===== src/rtl/ram_scan_pkg.sv =====
// Shared types and constants for the RAM scan controller and its lab tops.
package ram_scan_pkg;

  typedef enum logic [1:0] {
    IDLE = 2'b00,
    WALK = 2'b01,
    SCAN = 2'b10
  } state_e;

  localparam logic [1:0] MODE_MANUAL = 2'b00;
  localparam logic [1:0] MODE_CLEAR  = 2'b01;
  localparam logic [1:0] MODE_SCAN   = 2'b10;
  localparam logic [1:0] MODE_FILL   = 2'b11;

endpackage


===== src/rtl/ram_sp.sv =====
// Single-port synchronous RAM with a registered, read-old output.
// The array itself is never reset; only the output register is.
module ram_sp #(
  parameter int DATA_W = 4,
  parameter int ADDR_W = 5
) (
  input  logic              clock,
  input  logic              resetn,
  input  logic [ADDR_W-1:0] addr,
  input  logic              we,
  input  logic [DATA_W-1:0] wdata,
  input  logic              re,
  output logic [DATA_W-1:0] rdata
);

  logic [DATA_W-1:0] mem_q [2**ADDR_W];
  logic [DATA_W-1:0] rdata_q;

  // Array write port
  always_ff @(posedge clock) begin
    if (we) begin
      mem_q[addr] <= wdata;
    end
  end

  // Read register: samples the pre-write contents, so same-address reads return old data
  always_ff @(posedge clock or negedge resetn) begin
    if (!resetn) begin
      rdata_q <= '0;
    end else if (re) begin
      rdata_q <= mem_q[addr];
    end
  end

  assign rdata = rdata_q;

endmodule


===== src/rtl/ram_scan_controller.sv =====
// Manual RAM access plus auto clear/fill walks and a dwell-timed display scan.
module ram_scan_controller
  import ram_scan_pkg::*;
#(
  parameter int DATA_W = 4,
  parameter int ADDR_W = 5,
  parameter int DWELL  = 25_000_000
) (
  input  logic              clock,
  input  logic              resetn,
  input  logic [ADDR_W-1:0] address_in,
  input  logic [DATA_W-1:0] data_in,
  input  logic              wren,
  input  logic [1:0]        mode,
  input  logic              go,
  output logic [DATA_W-1:0] q,
  output logic [ADDR_W-1:0] cur_addr,
  output logic              busy,
  output logic              done
);

  localparam int CW = $clog2(DWELL + 1);
  localparam logic [CW-1:0]     DWELL_LAST = CW'(DWELL - 1);
  localparam logic [ADDR_W-1:0] ADDR_LAST  = {ADDR_W{1'b1}};

  state_e            state_q, state_d;
  logic [ADDR_W-1:0] cur_addr_q, cur_addr_d;
  logic [CW-1:0]     dwell_q, dwell_d;
  logic [DATA_W-1:0] fill_q, fill_d;
  logic              done_q, done_d;
  logic              busy_q;
  logic              go_q;
  logic              go_rise_s;

  logic [ADDR_W-1:0] ram_addr_s;
  logic              ram_we_s;
  logic [DATA_W-1:0] ram_wdata_s;
  logic              ram_re_s;

  assign go_rise_s = go & ~go_q;

  // State, counters and registered outputs
  always_ff @(posedge clock or negedge resetn) begin
    if (!resetn) begin
      state_q    <= IDLE;
      cur_addr_q <= '0;
      dwell_q    <= '0;
      fill_q     <= '0;
      done_q     <= 1'b0;
      busy_q     <= 1'b0;
      go_q       <= 1'b0;
    end else begin
      state_q    <= state_d;
      cur_addr_q <= cur_addr_d;
      dwell_q    <= dwell_d;
      fill_q     <= fill_d;
      done_q     <= done_d;
      busy_q     <= (state_d != IDLE);
      go_q       <= go;
    end
  end

  // Next-state logic and RAM port steering
  always_comb begin
    state_d     = state_q;
    cur_addr_d  = cur_addr_q;
    dwell_d     = dwell_q;
    fill_d      = fill_q;
    done_d      = 1'b0;
    ram_addr_s  = address_in;
    ram_we_s    = 1'b0;
    ram_wdata_s = data_in;
    ram_re_s    = 1'b0;
    case (state_q)
      IDLE: begin
        cur_addr_d = address_in;
        ram_we_s   = wren;
        ram_re_s   = 1'b1;
        if (go_rise_s) begin
          case (mode)
            MODE_CLEAR, MODE_FILL: begin
              fill_d     = (mode == MODE_FILL) ? data_in : '0;
              cur_addr_d = '0;
              state_d    = WALK;
            end
            MODE_SCAN: begin
              cur_addr_d = '0;
              dwell_d    = '0;
              state_d    = SCAN;
            end
            MODE_MANUAL: begin
              state_d = IDLE;
            end
            default: begin
              state_d = IDLE;
            end
          endcase
        end else begin
          state_d = IDLE;
        end
      end
      WALK: begin
        ram_addr_s  = cur_addr_q;
        ram_we_s    = 1'b1;
        ram_wdata_s = fill_q;
        cur_addr_d  = cur_addr_q + ADDR_W'(1);
        if (cur_addr_q == ADDR_LAST) begin
          state_d = IDLE;
          done_d  = 1'b1;
        end else begin
          state_d = WALK;
        end
      end
      SCAN: begin
        ram_addr_s = cur_addr_q;
        ram_re_s   = 1'b1;
        if (dwell_q == DWELL_LAST) begin
          dwell_d    = '0;
          cur_addr_d = cur_addr_q + ADDR_W'(1);
        end else begin
          dwell_d = dwell_q + CW'(1);
        end
        if (go_rise_s) begin
          state_d = IDLE;
        end else begin
          state_d = SCAN;
        end
      end
      default: begin
        state_d = IDLE;
      end
    endcase
  end

  // A manual-mode wren held through reset must not reach the array
  ram_sp #(
    .DATA_W(DATA_W),
    .ADDR_W(ADDR_W)
  ) u_ram (
    .clock (clock),
    .resetn(resetn),
    .addr  (ram_addr_s),
    .we    (ram_we_s & resetn),
    .wdata (ram_wdata_s),
    .re    (ram_re_s),
    .rdata (q)
  );

  assign cur_addr = cur_addr_q;
  assign busy     = busy_q;
  assign done     = done_q;

endmodule


===== config.mk =====
export PLATFORM = sky130hd
export DESIGN_NAME = ram_scan_controller
export DESIGN_NICKNAME = d
export VERILOG_FILES = /design/src/rtl/ram_scan_pkg.sv /design/src/rtl/ram_sp.sv /design/src/rtl/ram_scan_controller.sv
export SDC_FILE = /design/constraint.sdc
export NUM_CORES = 1
export LEC_CHECK = 0
export BUFFER_PORTS_ARGS = -buffer_cell sky130_fd_sc_hd__buf_4
export CELL_PAD_IN_SITES_DETAIL_PLACEMENT = 1
export CELL_PAD_IN_SITES_GLOBAL_PLACEMENT = 1
export CORE_ASPECT_RATIO = 0.7
export CORE_UTILIZATION = 47
export DETAILED_ROUTE_END_ITERATION = 6
export PLACE_DENSITY = 0.74
export SYNTH_ARGS = -nofsm -noshare
export SYNTH_HDL_FRONTEND = slang
export SYNTH_SLANG_ARGS = --single-unit

===== constraint.sdc =====
create_clock -name clock -period 2.36 [get_ports clock]
set_input_delay 0.472 -clock clock [delete_from_list [all_inputs] [get_ports clock]]
set_output_delay 0.472 -clock clock [all_outputs]
set_load 0.01 [all_outputs]

==> metrics.md <==
| Metric | Value |
|---|---|
| Clk buf depth | 2 |
| Residual DRC | 0 |
| H-tree levels | 4 |
| Total GRT Usage | 27.8% |
| Largest fanout on the critical path | 4 |
| Pre-CTS worst setup slack | -0.199 ns |
| CP startpoint | state_q[1] |
| # setup viols final | 12 |
| CTS Buf Count | 17 |
| Initial antenna violation count | 0 |
| Tmin final | 2.48 ns |
| Iter 0 DRT Violations | 501 |
| Die W | 154 um |
| Routed WL per cell | 24.4 um |
| Reg2reg start | state_q[1] |
| R2r worst-path depth | 8 |
| Routed vias | ~5400 |
| Core Rows | 38 |
| Tcrit/Tclk final | 105% |
| Layout cell share with drive strength beyond 1 | a little under 30% |
| Core box area | roughly 0.016 sq mm |
| Largest net degree at the start of global routing | 44 |
| Worst endpoint required time | 2.64 ns |
| Die height | 109 um |
| Final Skew | 0.0132 ns |
| Mean post-synth cell area | 13.4 sq um |
| Num ports | 26 |
| Maxcap violations | 0 |
| Layout Area Growth over Synthesis | 23.0% |
| Critical Path Source Type | flip-flop |
| Synth Flop Type | edfxtp_1 |
| Worst-Skew Late Latency | 0.43 ns |
| Hold_sp | go |
| Hpwl dp | 14900 um |
| Seq/Total Area, Yosys | ~64% |
| Mapped cell area | 0.00764 sq mm |
| Asr flop ratio synth | 25.1% |
| P per Cell Area | 1170 mW/mm^2 |
| Filler cell count | 1532 |
| Synthesis Warnings | 0 |
| Yosys top cell area share | 50.3% |
| Leading area contributor after synthesis | edfxtp_1 |
| Syn Inst Count | 570 |
| Final worst slack | -0.123 ns |
| Worst path cell trace | inv_2 > ha_4 > mux2i_4 > buf_6 > mux4_2 > nor2b_4 > a2111oi_4 > a31oi_1 |
| Initial core utilization | 48.7% |
| Critical Path Sink Type | flip-flop |
| Status | complete, but fails checks |
| Final nets | approximately 700 |
| Final Hold Vio Count | 0 |
| Failing checks | negative setup slack |
| Hold Slack | 0.175 ns |
| Vias per inst | 6.04 |
| Post-synth EDFFs | 128 |
| Highest ir drop seen on vdd | 0.000559 V |
| Yosys reg bits | 171 |
| Critical path arrival | 2.77 ns |
| Antenna-violating nets left | 0 |
| Commonest non-fill, non-tap cell in the layout | edfxtp_1 |
| Final-report max-slew violation count | 0 |
| Post-Syn Nets | 592 |
| CP Class | reg2reg |
| Gpl congestion | 0.866 |
| FF-to-FF End | u_ram.rdata[3] |
| Crit-path max cell delay | 0.51 ns |
| Slew margin rel. | 52.1% |
| Gr ovfl total | 0 |
| Reg clk slew, reported paths | 0.07 ns |
| Routed WL | 21700 um |
| Die Footprint | 0.0168 sq mm |
| P_leak | 3.47 nW |
| Worst reg2reg setup slack | -0.12 ns |
| Vias in the first global route | ~5500 |
| Hold-fix buffers, CTS | 0 |
| Root Driver | clkbuf_16 |
| Top post-synthesis cells by area | edfxtp_1 (50%), dfrtp_1 (14%), mux4_2 (5.3%), o21ai_0 (3.2%), nor2_1 (2.8%) |
| Netlist cell types | 57 |
| # clock sinks | 171 |
| Critical Path End | u_ram.rdata[3] |
| CTS tree | done |
| Highest clock rate | approximately 400 MHz |
| Hold crit path type | in2reg |
| First-pass GRT wire length | 33500 um |
| CP max stage cell | mux4_2 |
| RSZ-0062 raised after global routing | yes |
| 1st-pass router iterations | 4 |
| Number of inserted diodes | 0 |
| Port Buffers | 25 |
| Most frequent cells in the layout | edfxtp_1 (128), buf_4 (101), o21ai_0 (49) |
| Slew @ Worst Pin | 0.718 ns |
-- critical path: cells and delay by family, from the launching register on --
family | cells | cell delay, ns
mux | 2 | 0.79
compound gates | 2 | 0.52
flops | 1 | 0.36
fa+ha+maj | 1 | 0.30
buf+inv | 2 | 0.22
simple gates | 1 | 0.15
-- layout make-up --
type                    instances  area (sq um)  area share (%)
clock inverters                14           181            1.93
inverters                      12          45.0           0.479
flip-flops and latches        171          4920            52.3
repair buffers                107           861            9.15
well taps                     200           250            2.66
multi-input cells             365          2720            28.9
clock buffers                  18           429            4.56
-- synth_stat cells (6+ instances only) --
cell      instances
a21oi_1          17
a32oi_1           6
and3_1            7
buf_2             6
clkbuf_1         10
dfrtp_1          43
edfxtp_1        128
ha_1              7
inv_1            12
mux2_2            8
mux2i_1          13
mux4_2           18
nand2_1          32
nand2b_1         14
nand3_1          18
nand4_1          11
nor2_1           58
nor2b_1           6
nor3_1            6
o21ai_0          49
o22ai_1           8
o31ai_1           7
or3_1             6
xor2_1           10
-- layer usage --
layer	vias up	wire, um	global-route usage (%)
met4	0	252	7.21
met1	2765	9920	40.8
li1	2396	-	-
met2	179	9870	42.2
met5	-	0	0
met3	19	1640	5.92
-- where the power goes --
group	leakage [nW]	switching, mW	internal, mW
logic	1.44	2.35	1.79
registers	1.73	0.172	3.78
clock network	0.297	1.21	1.69
-- how the worst min path moves through the flow --
stage | depth (start not counted) | endpoint | slack (ns)
2_1_floorplan | 0 | busy | 0.18
3_3_place_gp | 2 | fill_q[0] | 0.46
3_5_place_dp | 2 | fill_q[1] | 0.48
4_1_cts | 1 | go_q | 0.16
5_1_grt | 1 | go_q | 0.15
6_report | 1 | go_q | 0.17
-- cells by family after synthesis --
family | after synthesis | synth area share [%]
DFF | 171 | 64.4
adders and majority gates | 7 | 1.15
muxes | 40 | 8.38
buffers and inverters | 34 | 2.01
AOI/OAI and AO/OA | 122 | 10.3
xor gates and xnor gates | 11 | 1.26
and+or+nand+nor | 185 | 12.5
-- registers in the layout, summed over array words and instances (netlist names) --
name	flops
state_q	2
go_q	1
u_ram.rdata	4
done	1
cur_addr	5
dwell_q	25
busy	1
fill_q	4
u_ram.mem_q	128
-- stage by stage --
step / area, sq um / util, % / cells / setup TNS, ns / total power [mW]
CTS: 9340 / 59.5 / 885 / -0.399 / 10.9
global route: 9400 / 59.9 / 887 / -3.67 / 11.4
finish: 9400 / 59.9 / 887 / -0.521 / 11.0
detailed placement: 8610 / 54.9 / 848 / -0.544 / 7.79
global placement: 8610 / 54.9 / 848 / -0.273 / 7.60
floorplan: 7670 / - / 570 / 0 / 6.20
-- repair_timing --
item	4_1_cts	5_1_grt
gates resized for setup	19	14
pin swaps	4	1
setup buffers	5	2
setup endpoints to repair	18	97
Note: power is estimated with default switching activity, not from simulation.
